**src/rtl/ccgrcg_bist_ctrl.sv**
```systemverilog
// ccgrcg_bist_ctrl: exhaustive-pattern BIST controller for a CCGRCG
// benchmark netlist, with MISR response compaction and golden compare.
module ccgrcg_bist_ctrl #(
    parameter int               N_IN       = 5,
    parameter int               N_OUT      = 11,
    parameter logic [N_OUT-1:0] MISR_POLY  = 'h005,
    parameter logic [N_OUT-1:0] MISR_SEED  = '0,
    parameter logic [N_OUT-1:0] GOLDEN_SIG = '0
) (
    input  logic             clk,
    input  logic             rst_n,
    input  logic             start,
    input  logic             abort,
    input  logic [N_OUT-1:0] f,
    output logic [N_IN-1:0]  x,
    output logic             busy,
    output logic             done,
    output logic [N_OUT-1:0] signature,
    output logic             pass
);

    typedef enum logic [1:0] {
        IDLE = 2'd0,
        RUN  = 2'd1,
        DONE = 2'd2
    } state_t;

    localparam logic [N_IN-1:0] X_LAST = '1;
    localparam logic [N_IN-1:0] X_ONE  = 1;

    state_t           state_q;
    state_t           state_d;
    logic [N_IN-1:0]  x_q;
    logic [N_IN-1:0]  x_d;
    logic [N_OUT-1:0] sig_q;
    logic [N_OUT-1:0] sig_d;
    logic [N_OUT-1:0] sig_step;

    // MISR step: shift, fold the MSB back through the taps, absorb f
    always_comb begin
        sig_step = {sig_q[N_OUT-2:0], 1'b0} ^ f;
        if (sig_q[N_OUT-1]) begin
            sig_step = sig_step ^ MISR_POLY;
        end
    end

    // Next-state, stimulus and signature update; abort overrides all
    always_comb begin
        state_d = state_q;
        x_d     = x_q;
        sig_d   = sig_q;
        if (abort) begin
            state_d = IDLE;
            x_d     = '0;
        end else begin
            unique case (state_q)
                IDLE, DONE: begin
                    if (start) begin
                        state_d = RUN;
                        x_d     = '0;
                        sig_d   = MISR_SEED;
                    end
                end
                RUN: begin
                    sig_d = sig_step;
                    if (x_q == X_LAST) begin
                        state_d = DONE;
                    end else begin
                        x_d = x_q + X_ONE;
                    end
                end
                default: begin
                    state_d = IDLE;
                    x_d     = '0;
                end
            endcase
        end
    end

    // State, stimulus counter and signature registers
    always_ff @(posedge clk or negedge rst_n) begin
        if (!rst_n) begin
            state_q <= IDLE;
            x_q     <= '0;
            sig_q   <= '0;
        end else begin
            state_q <= state_d;
            x_q     <= x_d;
            sig_q   <= sig_d;
        end
    end

    assign x         = x_q;
    assign signature = sig_q;
    assign busy      = (state_q == RUN);
    assign done      = (state_q == DONE);
    assign pass      = done && (sig_q == GOLDEN_SIG);

endmodule
```
**config.mk**
```make
export PLATFORM = sky130hd
export DESIGN_NAME = ccgrcg_bist_ctrl
export DESIGN_NICKNAME = d
export VERILOG_FILES = /design/src/rtl/ccgrcg_bist_ctrl.sv
export SDC_FILE = /design/constraint.sdc
export NUM_CORES = 1
export LEC_CHECK = 0
export BUFFER_PORTS_ARGS = -buffer_cell sky130_fd_sc_hd__buf_2
export CAP_MARGIN = 25
export CORE_UTILIZATION = 47
export CTS_CLUSTER_SIZE = 20
export DETAILED_ROUTE_END_ITERATION = 6
export GPL_TIMING_DRIVEN = 1
export PLACE_DENSITY = 0.77
export SLEW_MARGIN = 40
export SYNTH_ARGS = -nofsm -noshare
export SYNTH_HDL_FRONTEND = slang
export SYNTH_SLANG_ARGS = --single-unit
```
**constraint.sdc**
```tcl
create_clock -name clk -period 2.1 [get_ports clk]
set_clock_uncertainty 0.15 [all_clocks]
set_input_delay 0.42 -clock clk [delete_from_list [all_inputs] [get_ports clk]]
set_output_delay 0.42 -clock clk [all_outputs]
set_load 0.005 [all_outputs]
```
* Word level (Yosys, flattened, before mapping)
Index checks and enable logic that the tools add are counted.
** Storage, ports and cells
- Register bits after elaboration :: 18
- Input bits :: 15
** Cells by class
- Mux-type cells :: 11
- Bitwise logic cells :: 3
- Add/sub/neg operators :: 1
- Reduce and logical (&&, ||, !) cells :: 8
- Equality and inequality tests :: 7
** Operators with widths (number)
- 11-bit case mux with 2 select lines :: 1
- 5-bit 2-to-1 mux :: 3
- 11-bit zero test :: 1
- 11-bit 2-to-1 mux :: 1
- 11-bit bitwise XOR :: 1
- 5-bit case mux with 2 select lines :: 1
- 2-bit 2-to-1 mux :: 3
- 3-bit inequality test (second input constant) :: 2
- 5-bit by 1-bit adder with 5-bit output (second input constant) :: 1
- 5-bit == test (second input constant) :: 1
- 2-bit case mux with 2 select lines :: 1
- 2-bit AND reduction :: 2
- 3-bit 2-to-1 mux :: 1
- 3-bit by 2-bit inequality test with 1-bit output (second input constant) :: 1
- 3-bit AND reduction :: 1
- 2-bit by 1-bit == test with 1-bit output (second input constant) :: 1
- 2-bit == test (second input constant) :: 1
- 2-bit zero test :: 1
- 2-bit inequality test (second input constant) :: 1
- 2-bit NOT :: 1
- 2-bit nonzero test :: 1
- 2-bit OR reduction :: 1
- 1-bit logical AND :: 1
- 1-bit NOT :: 1

* Logic depth before layout (Yosys ltp)
Gate-level depths: netlist (run 1).
- Word-level depth :: 4
- Depth in mapped cells :: 7

* Least setup slack after synthesis (run 1)
OpenSTA, ideal clock, no wires.
- Path kind :: register to register
- From :: reg x_q[0] (netlist: x[0])
- To :: reg x_q[2] (netlist: x[2])
- Clock period less this slack :: 1.688 ns
- Cell stages (with the launch flop) :: 8
- Setup slack :: 0.412 ns
- Data arrival time :: 1.407 ns
- Path through :: dfrtp_1 > ha_1 > and3_1 > ha_1 > nand2b_1 > xnor2_1 > a22oi_1 > nor2_1
** On the way
- Longest elaborated chain between the ends :: 4
- Elaborated cells between the ends (all ways) :: 7
** RTL lines
- from (decl) :: RTL line 33 : logic [N_IN-1:0] x_q;
- from (signal assigned) :: RTL line 84 : x_q <= '0;
- from (signal assigned) :: RTL line 88 : x_q <= x_d;
- 5-bit by 1-bit adder with 5-bit output :: RTL line 69 : x_d = x_q + X_ONE;
- 5-bit 2-to-1 mux :: RTL line 66 : if (x_q == X_LAST) begin
- 5-bit case mux with 2 select lines :: RTL line 56 : unique case (state_q)
- 5-bit 2-to-1 mux :: RTL line 52 : if (abort) begin
Several ways; a longest one is shown, not always the timed one. The select of a mux whose other input is x is not followed.
A chain may end at the register's enable or synchronous reset.

* Worst setup path in the final report (run 1)
- From :: reg sig_q[10] (netlist: signature[10])
- To :: out pass
** On the way
- Longest elaborated chain between the ends :: 2
** RTL lines
- from (decl) :: RTL line 35 : logic [N_OUT-1:0] sig_q;
- from (signal assigned) :: RTL line 89 : sig_q <= sig_d;
- 11-bit zero test :: RTL line 97 : assign pass = done && (sig_q == GOLDEN_SIG);
- 1-bit logical AND :: RTL line 97
- to (decl) :: RTL line 19 : output logic pass
No other way between the ends.

==> results of run 1 <==
==> area by class of cell <==
| class | count | share of cell area (%) |
|---|---|---|
| sequential | 18 | 40.49 |
| tap | 25 | 2.812 |
| inverter | 1 | 0.3375 |
| timing repair buffer | 34 | 15.75 |
| multi-input combinational | 61 | 38.58 |
| clock buffer | 3 | 2.025 |
==> registers in the layout, indices dropped and copies added (netlist names) <==
| name | count |
|---|---|
| x | 5 |
| signature | 11 |
| state_q | 2 |
==> worst max-delay path: cells and delay by family (launching register included) <==
family                 cells  cell delay, ps
buffers and inverters      1             110
and+or+nand+nor            2             500
DFF                        1             450
==> stage by stage <==
step | instances | instance area, um2 | util [%] | total power, uW | worst slack [ps]
after global routing | 142 | 1112 | 63.05 | 918.1 | 110.4
final | 142 | 1112 | 63.05 | 863.9 | 171.8
after detailed placement | 138 | 1080 | 61.21 | 699.4 | 283.0
after global placement | 138 | 1080 | 61.21 | 690.6 | 376.2
after CTS | 142 | 1112 | 63.05 | 868.6 | 155.2
after floorplan | 83 | 903.4 | - | 597.8 | 411.7
==> placed cells by master (no fill, tap or decap) <==
cell / n
sky130_fd_sc_hd__inv_2: 1
sky130_fd_sc_hd__nand2_1: 8
sky130_fd_sc_hd__ha_1: 2
sky130_fd_sc_hd__nand2b_1: 2
sky130_fd_sc_hd__xnor2_1: 12
sky130_fd_sc_hd__nand2b_2: 1
sky130_fd_sc_hd__nor2b_1: 1
sky130_fd_sc_hd__clkbuf_4: 3
sky130_fd_sc_hd__dfrtp_1: 18
sky130_fd_sc_hd__and3_1: 1
sky130_fd_sc_hd__xor2_1: 2
sky130_fd_sc_hd__nor3_1: 2
sky130_fd_sc_hd__o31ai_1: 8
sky130_fd_sc_hd__a21oi_1: 1
sky130_fd_sc_hd__nor4_1: 2
sky130_fd_sc_hd__nor2_1: 6
sky130_fd_sc_hd__a21o_1: 1
sky130_fd_sc_hd__dlygate4sd3_1: 1
sky130_fd_sc_hd__a22o_1: 6
sky130_fd_sc_hd__buf_2: 33
sky130_fd_sc_hd__mux2_2: 1
sky130_fd_sc_hd__and4_1: 1
sky130_fd_sc_hd__a22oi_1: 2
sky130_fd_sc_hd__o21a_1: 1
sky130_fd_sc_hd__nand3_1: 1
==> power by group <==
| group | internal, uW | total, uW | switching [uW] |
|---|---|---|---|
| combinational | 125 | 229 | 104 |
| sequential | 396 | 464 | 67.3 |
| clock | 66.8 | 171 | 104 |
==> cell families after synthesis <==
family	Yosys count	synth area share, %
simple gates	25	13.57
compound gates	19	16.34
flops	18	49.86
xor+xnor	14	13.57
buf+inv	4	2.630
fa+ha+maj	2	2.770
mux	1	1.246
==> timing repair <==
action | 4_1_cts | 5_1_grt
hold endpoints to repair | 18 | 0
endpoints found under the setup margin | 0 | 0
hold buffers | 1 | 0
==> how the worst min path moves through the flow <==
stage	cells past startpoint	endpoint	slack, ps	startpoint
3_5_place_dp	1	signature[8]	220	rst_n
5_1_grt	3	signature[0]	260	f[0]
3_3_place_gp	1	signature[8]	220	rst_n
6_report	3	signature[0]	250	f[0]
4_1_cts	3	signature[6]	260	f[6]
2_1_floorplan	0	signature[0]	-30	rst_n
==> layer usage <==
layer  vias up  share of wire (%)  global-route usage (%)
li1        369                  -                       -
met1       349                 44                   28.32
met2        41                 48                   31.83
met3         8                5.2                   3.968
met4         0                2.3                   8.824
met5         -                  0                       0
==> summary.md, run 1 <==
- 3001 um — wire length of the first global-routing pass
- 4 — Initial DRT Pass Iterations
- flop — kind of start point of the critical path
- 100.0% — post-synthesis async set-or-reset flop share
- 33 — IO buf count
- 1360 ps — data arrival time of the worst path
- 0 — number of gates given a new drive strength after cts
- 681 — number of global-route vias before repair
- 1 — H-tree level count
- 23.13% — area added between synthesis and finish
- 450.4 um2 — storage element area
- 15 — standard-cell rows
- 49.86% — share of synthesized area occupied by flip-flops and latches
- 776.7 nW/um2 — power density normalized to cell area
- 2101 um2 — DIE AREA
- 0 — Finish-stage setup viols
- 0 — count of flip-flops with a built-in enable after synthesis
- 250 ps — setup slack, reg-to-reg
- 1530 ps — Req. time, crit path
- 19 — pin count of the biggest net entering global routing
- 5.401 — number of vias per cell
- sky130_fd_sc_hd__dfrtp_1, sky130_fd_sc_hd__xnor2_1, sky130_fd_sc_hd__o31ai_1 — Area contributors post-synth
- pass — worst setup path endpoint
- yes — CTS tree
- x[0] — Worst R2R End
- 0.7544 — final estimated routing congestion in global placement
- 5 — path depth of the worst reg2reg path
- 20.73% — total routing usage reported by global routing
- 0 — antenna violations before repair
- 100 ps — clock input transition at the sequential cells of the worst setup and hold paths
- output port — critical path endpoint category
- 2034 um — total length of routed wires
- 175 — number of fill cells
- finished, final reports clean — outcome
- sky130_fd_sc_hd__dfrtp_1 — cell with the largest stage delay on the worst path
- 767 — routed vias
- signature[10] — launch point of the worst path
- 10.88 um2 — Synth Area per Inst
- false — setup repair after global routing missed its margin
- 0.4581 mV — Peak VDD IR
- sky130_fd_sc_hd__dfrtp_1 — leading cell type by number of instances after synthesis
- primary input to flop — min-delay worst type
- 49.86% — share of the synthesized area in the top cell type
- 0 — post-route DRC violation count
- 51.21% — initial core utilization
- 16 — drt first-iter violations
- sky130_fd_sc_hd__dfrtp_1 — dominant synthesized flop cell
- 251.2 ps — worst hold slack
- 0 — count of max-cap constraint violations
- 429.2 um2 — area of combinational cells with multiple inputs
- 91.82% — final clock period utilization by the worst path
- 45.84 um — die extent in y
- 1477 um — DPL Wire Length
- sky130_fd_sc_hd__dfrtp_1, sky130_fd_sc_hd__xnor2_1, sky130_fd_sc_hd__nand2_1, sky130_fd_sc_hd__o31ai_1 — Synth top cells by count
- nor4_1 > and4_1 > buf_2 — critical path cell sequence
- 0 — Post-CTS Setup Bufs
- 3 — total clock buffers created by CTS
- 0 — remaining antenna violation count
- 25 — post-synth cell types
- 903.4 um2 — synthesized area
- 1764 um2 — core area
- 14.32 um — mean routed wirelength per cell
- 0 ps — setup_tns
- 18 — number of synthesized register bits
- 0.0005676 uW — leak pwr
- 34 — number of primary I/O pins
- 0 — total number of yosys warnings
- 33.33% — layout cells sized above 1
- 290 ps — clock latency reported for the late side of the worst-skew pair
- sky130_fd_sc_hd__dfrtp_1 — Yosys top cell by area
- 0 — Hold Vio Cnt, Final
- 1928 ps — fin crit period
- 0 — diode insertion count for antenna repair
- 136 — nets
- sky130_fd_sc_hd__clkbuf_4 — root buffer cell
- 450 ps — Critical Path Max Stage Delay
- 45.84 um — die span in x
- 100 — synthesized net count
- 18 — TritonCTS Sinks
- 0.5186 GHz — FMAX
- 2 — maximum number of buffers from clock root to sink
- 73.29% — worst-case headroom to the max-slew limit
- 83 — synthesized netlist cell count
- flop to output port — kind of critical path
- 0 — Max Slew Vio Count
- 5 — largest fanout on the critical path
- 0 — total gr overflow
- x[1] — Crit Reg-Reg Startpoint
- 397.6 ps — slew of the pin with the lowest slew margin
Note: power is estimated with default switching activity, not from simulation.
==> run 2, diff against run 1 <==
- TNS_END_PERCENT: default -> 100
- clock period: 2.1 -> 2 ns (I/O delays scaled with it)
==> run 2 against run 1 <==
  * Critical path depth is the same
  * Sequential share of layout area is 0.23 points lower
  * Utilization rose by 0.35 points
  * Setup slack worse by 130 ps
  * Non-clock buffer count unchanged
==> summary.md, run 2 (synthesis gave the netlist of run 1 again) <==
- finished, final reports clean — outcome
- 3 — Worst Hold Depth
- 0 — Post-CTS Setup Bufs
- primary input to flop — min-delay worst type
- 70.70% — worst-case headroom to the max-slew limit
- 460 ps — Critical Path Max Stage Delay
- 0 — Hold Vio Cnt, Final
- 5.542 — number of vias per cell
- 0.5103 GHz — FMAX
- 294.5 uW — Switching Power
- 0 — antenna violations before repair
- 19 — pin count of the biggest net entering global routing
- 4 — Initial DRT Pass Iterations
- 14.80 um — mean routed wirelength per cell
- 1080 um2 — DP Area
- pass — worst setup path endpoint
- 0 — Finish-stage setup viols
- 136 — nets
- 0 ps — setup_tns
- 1450 ps — Req. time, crit path
- 435.4 um2 — area of combinational cells with multiple inputs
- 0 — total gr overflow
- 33 — IO buf count
- 1960 ps — fin crit period
- yes — CTS tree
- 100 ps — clock input transition at the sequential cells of the worst setup and hold paths
- 1 — H-tree level count
- 45.84 um — die extent in y
- x[1] — Crit Reg-Reg Startpoint
- 0 — Max Slew Vio Count
- 787 — routed vias
- 97.99% — final clock period utilization by the worst path
- 716 — number of global-route vias before repair
- 21.22% — total routing usage reported by global routing
- 166 — number of fill cells
- sky130_fd_sc_hd__dfrtp_1 — cell with the largest stage delay on the worst path
- 2101 um — total length of routed wires
- 436.1 ps — slew of the pin with the lowest slew margin
- 0 — diode insertion count for antenna repair
- 1119 um2 — finished layout cell area
- 53.3% — sequential share of power
- 818.4 nW/um2 — power density normalized to cell area
- 3084 um — wire length of the first global-routing pass
- x[0] — Worst R2R End
- 11 — max FFs per register
- 1410 ps — data arrival time of the worst path
- 0.7537 — final estimated routing congestion in global placement
- false — setup repair after global routing missed its margin
- 19.6% — clock network fraction of design power
- nor4_2 > and4_1 > buf_2 — critical path cell sequence
- flop to output port — kind of critical path
- 0 — count of max-cap constraint violations
- 34 — number of primary I/O pins
- 290 ps — clock latency reported for the late side of the worst-skew pair
- 5 — largest fanout on the critical path
- 0 — remaining antenna violation count
- 2101 um2 — DIE AREA
- 0.4760 mV — Peak VDD IR
- 23.82% — area added between synthesis and finish
- 0 — post-route DRC violation count
- 3 — total clock buffers created by CTS
- 621.0 uW — Int Pwr
- 27.1% — combinational power share
- sky130_fd_sc_hd__buf_2 — leading cell type in the layout, fill and taps excluded
- 450.4 um2 — storage element area
- 5 — path depth of the worst reg2reg path
- flop — kind of start point of the critical path
- output port — critical path endpoint category
- 32.17% — switch share
- 1481 um — DPL Wire Length
- 45.84 um — die span in x
- signature[10] — launch point of the worst path
- 1764 um2 — core area
- 120 ps — setup slack, reg-to-reg
- 15 — standard-cell rows
- 51.21% — initial core utilization
- 18 — TritonCTS Sinks
- 915.4 uW — sum of internal, switching and leakage power
- sky130_fd_sc_hd__buf_2, sky130_fd_sc_hd__dfrtp_1, sky130_fd_sc_hd__xnor2_1, sky130_fd_sc_hd__nand2_1, sky130_fd_sc_hd__o31ai_1 — most frequent cells in the layout
- 63.40% — share of the core filled with cells in the final layout
- 0.0005687 uW — leak pwr
- 34.19% — layout cells sized above 1
- 8 — drt first-iter violations
- sky130_fd_sc_hd__clkbuf_4 — root buffer cell
- 2 — maximum number of buffers from clock root to sink
==> run 2: cell counts in the layout (fill, tap and decap cells not counted) <==
No cell type changed its count.
==> run 2: through the flow <==
stage | instances | setup slack (ps) | hold WS, ps
after floorplan | 83 | 311.7 | -45.59
after global routing | 142 | 7.810 | 235.9
final | 142 | 40.30 | 228.3
after detailed placement | 138 | 177.7 | 199.5
after global placement | 138 | 275.8 | 196.3
after CTS | 142 | 14.63 | 234.3
==> run 2: repair_timing <==
item                       in CTS  in global routing
setup endpoints to repair       0                  1
hold endpoints to repair       18                  0
gates resized for setup         0                  1
hold buffers                    1                  0
==> run 2: final cells by class <==
cell class	count	area share [%]
multi-input combinational	61	38.93
tap	25	2.796
timing repair buffer	34	15.66
clock buffer	3	2.013
sequential	18	40.27
inverter	1	0.3356
==> run 2: worst min path at each step <==
stage / startpoint / end / slack (ps)
global placement: rst_n / signature[8] / 200
CTS: f[0] / signature[0] / 230
global route: f[0] / signature[0] / 240
finish: f[0] / signature[0] / 230
floorplan: rst_n / signature[0] / -50
detailed placement: rst_n / signature[9] / 200
==> run 2: critical path: cells and delay by family (launching register included) <==
kind | cells | cell delay (ps)
flip-flops | 1 | 460
buffers and inverters | 1 | 110
AND/OR/NAND/NOR | 2 | 540
==> run 2: power by group through the flow <==
| stage | registers (uW) | clock network [uW] | logic [uW] |
|---|---|---|---|
| after global placement | 491 | 0 | 234 |
| after detailed placement | 493 | 0 | 242 |
| after global routing | 499 | 192 | 278 |
| after floorplan | 485 | 0 | 142 |
| final | 488 | 180 | 248 |
| after CTS | 486 | 178 | 246 |
==> run 2: metal layers <==
metal | vias up | global-route usage [%] | routed length (um)
li1 | 366 | - | -
met1 | 385 | 26.57 | 902
met2 | 29 | 32.68 | 1039
met3 | 7 | 5.159 | 118
met4 | 0 | 12.94 | 40
met5 | - | 0 | 0
==> run 3, diff against run 2 <==
- ABC_AREA: default -> 1
- CAP_MARGIN: 25 -> 30
- CORE_UTILIZATION: 47 -> 49
- CTS_BUF_LIST: default -> sky130_fd_sc_hd__clkbuf_4 sky130_fd_sc_hd__clkbuf_8 sky130_fd_sc_hd__clkbuf_16
- PLACE_DENSITY: 0.77 -> 0.78
==> run 3 against run 2 <==
  * First-iteration DRC count grew 88%
  * Synthesized cell count up 42%
  * Register-to-register slack improved by 270 ps
  * Setup slack better by 160 ps
  * Global-route usage is 2.7 points lower
==> summary.md, run 3 <==
- finished, final reports clean — outcome
- 450.4 um2 — storage element area
- sky130_fd_sc_hd__clkbuf_4 — root buffer cell
- 118 — synthesized netlist cell count
- 33.36% — switch share
- 0 — total number of yosys warnings
- 89.89% — final clock period utilization by the worst path
- 16 — standard-cell rows
- 0.5562 GHz — FMAX
- 100.0% — post-synthesis async set-or-reset flop share
- 871 — routed vias
- 34.19% — layout cells sized above 1
- 0.5061 mV — Peak VDD IR
- 15 — drt first-iter violations
- 1262 um2 — finished layout cell area
- output port — critical path endpoint category
- 3 — total clock buffers created by CTS
- 33 — IO buf count
- sky130_fd_sc_hd__nand2_1 — leading cell type by number of instances after synthesis
- 18.53% — total routing usage reported by global routing
- 0 — remaining antenna violation count
- 173 — nets
- 184 — number of fill cells
- 1216 um2 — DP Area
- 52.53% — initial core utilization
- 43.27% — share of the synthesized area in the top cell type
- 63.70% — share of the core filled with cells in the final layout
- 23 — post-synth cell types
- 430 ps — Critical Path Max Stage Delay
- sky130_fd_sc_hd__dfrtp_1 — cell with the largest stage delay on the worst path
- sky130_fd_sc_hd__nand2_1, sky130_fd_sc_hd__dfrtp_1, sky130_fd_sc_hd__nor2_1 — Synth top cells by count
- 1041 um2 — synthesized area
- nor3_1 > nand4_1 > nor2_1 > buf_2 — critical path cell sequence
- 0 — Finish-stage setup viols
- 0.7936 — final estimated routing congestion in global placement
- 48.09 um — die extent in y
- 2042 um — total length of routed wires
- 4 — largest fanout on the critical path
- 48.09 um — die span in x
- 135 — synthesized net count
- 202.2 ps — worst setup margin
- 1450 ps — Req. time, crit path
- 0 — antenna violations before repair
- 387.3 ps — placement-stage worst setup slack
- 4.786 — number of vias per cell
- 813.8 nW/um2 — power density normalized to cell area
- 1982 um2 — core area
- 409.6 ps — slew of the pin with the lowest slew margin
- 0 — Hold Vio Cnt, Final
- 2313 um2 — DIE AREA
- sky130_fd_sc_hd__buf_2 — leading cell type in the layout, fill and taps excluded
- 21.27% — area added between synthesis and finish
- 1 — H-tree level count
- sky130_fd_sc_hd__dfrtp_1 — dominant synthesized flop cell
- sky130_fd_sc_hd__buf_2, sky130_fd_sc_hd__nand2_1, sky130_fd_sc_hd__dfrtp_1, sky130_fd_sc_hd__nor2_1, sky130_fd_sc_hd__inv_1 — most frequent cells in the layout
- 8.822 um2 — Synth Area per Inst
- flop to output port — kind of critical path
- 0 — count of flip-flops with a built-in enable after synthesis
- sky130_fd_sc_hd__dfrtp_1, sky130_fd_sc_hd__nand2_1, sky130_fd_sc_hd__xor2_1 — Area contributors post-synth
- 19 — pin count of the biggest net entering global routing
- primary input to flop — min-delay worst type
- 1798 ps — fin crit period
- 18 — number of synthesized register bits
- sky130_fd_sc_hd__dfrtp_1 — Yosys top cell by area
- 0 — count of max-cap constraint violations
- 72.69% — worst-case headroom to the max-slew limit
- 18 — TritonCTS Sinks
- 280 ps — clock latency reported for the late side of the worst-skew pair
- 2 — maximum number of buffers from clock root to sink
- 11.22 um — mean routed wirelength per cell
- 342.7 uW — Switching Power
- 48.1% — sequential share of power
- 4 — Initial DRT Pass Iterations
- 0 ps — setup_tns
- 0.0006685 uW — leak pwr
- yes — CTS tree
- flop — kind of start point of the critical path
- 31.0% — combinational power share
- 510.5 um2 — area of combinational cells with multiple inputs
- 0 — diode insertion count for antenna repair
- 43.27% — share of synthesized area occupied by flip-flops and latches
- false — setup repair after global routing missed its margin
- 684.7 uW — Int Pwr
- 100 ps — clock input transition at the sequential cells of the worst setup and hold paths
- 2939 um — wire length of the first global-routing pass
- 0 — Max Slew Vio Count
- 1250 ps — data arrival time of the worst path
- 390 ps — setup slack, reg-to-reg
- 744 — number of global-route vias before repair
- 11 — max FFs per register
- 34 — number of primary I/O pins
- 0 — post-route DRC violation count
- 0 — total gr overflow
- 1607 um — DPL Wire Length
- 0 — number of gates given a new drive strength after cts
- 20.9% — clock network fraction of design power
==> run 3: cell count changes in the layout (fill, tap and decap cells not counted), sizes merged, moves of 3 or more <==
cell | previous run | this run
inv | 1 | 13
a21oi | 1 | 7
nand4 | 0 | 3
xnor2 | 12 | 3
a22o | 6 | 0
o31ai | 8 | 0
nor2 | 6 | 16
xor2 | 2 | 9
nand2 | 8 | 26
nand2b | 3 | 0
nand3 | 1 | 9
o21ai | 0 | 5
==> run 3: per-layer routing <==
layer,up-vias,part of all wire (%),track usage (%)
met4,0,0.64,6.667
met1,390,46,22.33
met3,2,6.0,3.333
met2,25,47,32.97
met5,-,0,0
li1,454,-,-
==> run 3: cell families after synthesis <==
group | synth area share, %
and+or+nand+nor | 25.48
DFF | 43.27
buffers and inverters | 7.693
AOI/OAI and AO/OA | 11.06
xor gates and xnor gates | 10.10
adders and majority gates | 2.403
==> run 3: critical path: cells and delay by family (launching register included) <==
kind / cells / cell delay [ps]
buffers and inverters: 1 / 120
DFF: 1 / 430
and+or+nand+nor: 3 / 410
==> run 3: stage by stage <==
stage	instances	hold WS (ps)	power (uW)
floorplan	118	-45.59	708.5
global placement	177	201.8	809.5
detailed placement	177	206.8	821.3
CTS	182	218.4	1048
global route	182	238.8	1111
finish	182	231.3	1027
==> run 3: final timing paths <==
check	start	end	depth (start not counted)
min	abort	x[2]	4
max reg2reg	x[1]	x[2]	9
max	signature[6]	pass	4
min in group asynchronous	rst_n	signature[6]	2
max in group asynchronous	rst_n	x[1]	2
min reg2reg	x[4]	x[4]	2
==> run 3: final cells by class <==
type,count,area share [%]
flip-flops and latches,18,35.68
clock buffers,4,2.874
well taps,27,2.676
multi-input cells,85,40.44
inverters,13,3.865
repair buffers,35,14.47
==> run 3: what timing repair did <==
item | in CTS | in global routing
endpoints found under the hold margin | 18 | 0
hold buffers | 1 | 0
setup buffers | 0 | 0
==> run 3: power by group through the flow <==
stage / clock network (uW) / registers, uW / logic, uW
floorplan: 0 / 499 / 210
global placement: 0 / 499 / 311
detailed placement: 0 / 503 / 319
CTS: 231 / 494 / 323
global route: 246 / 506 / 360
finish: 215 / 494 / 319
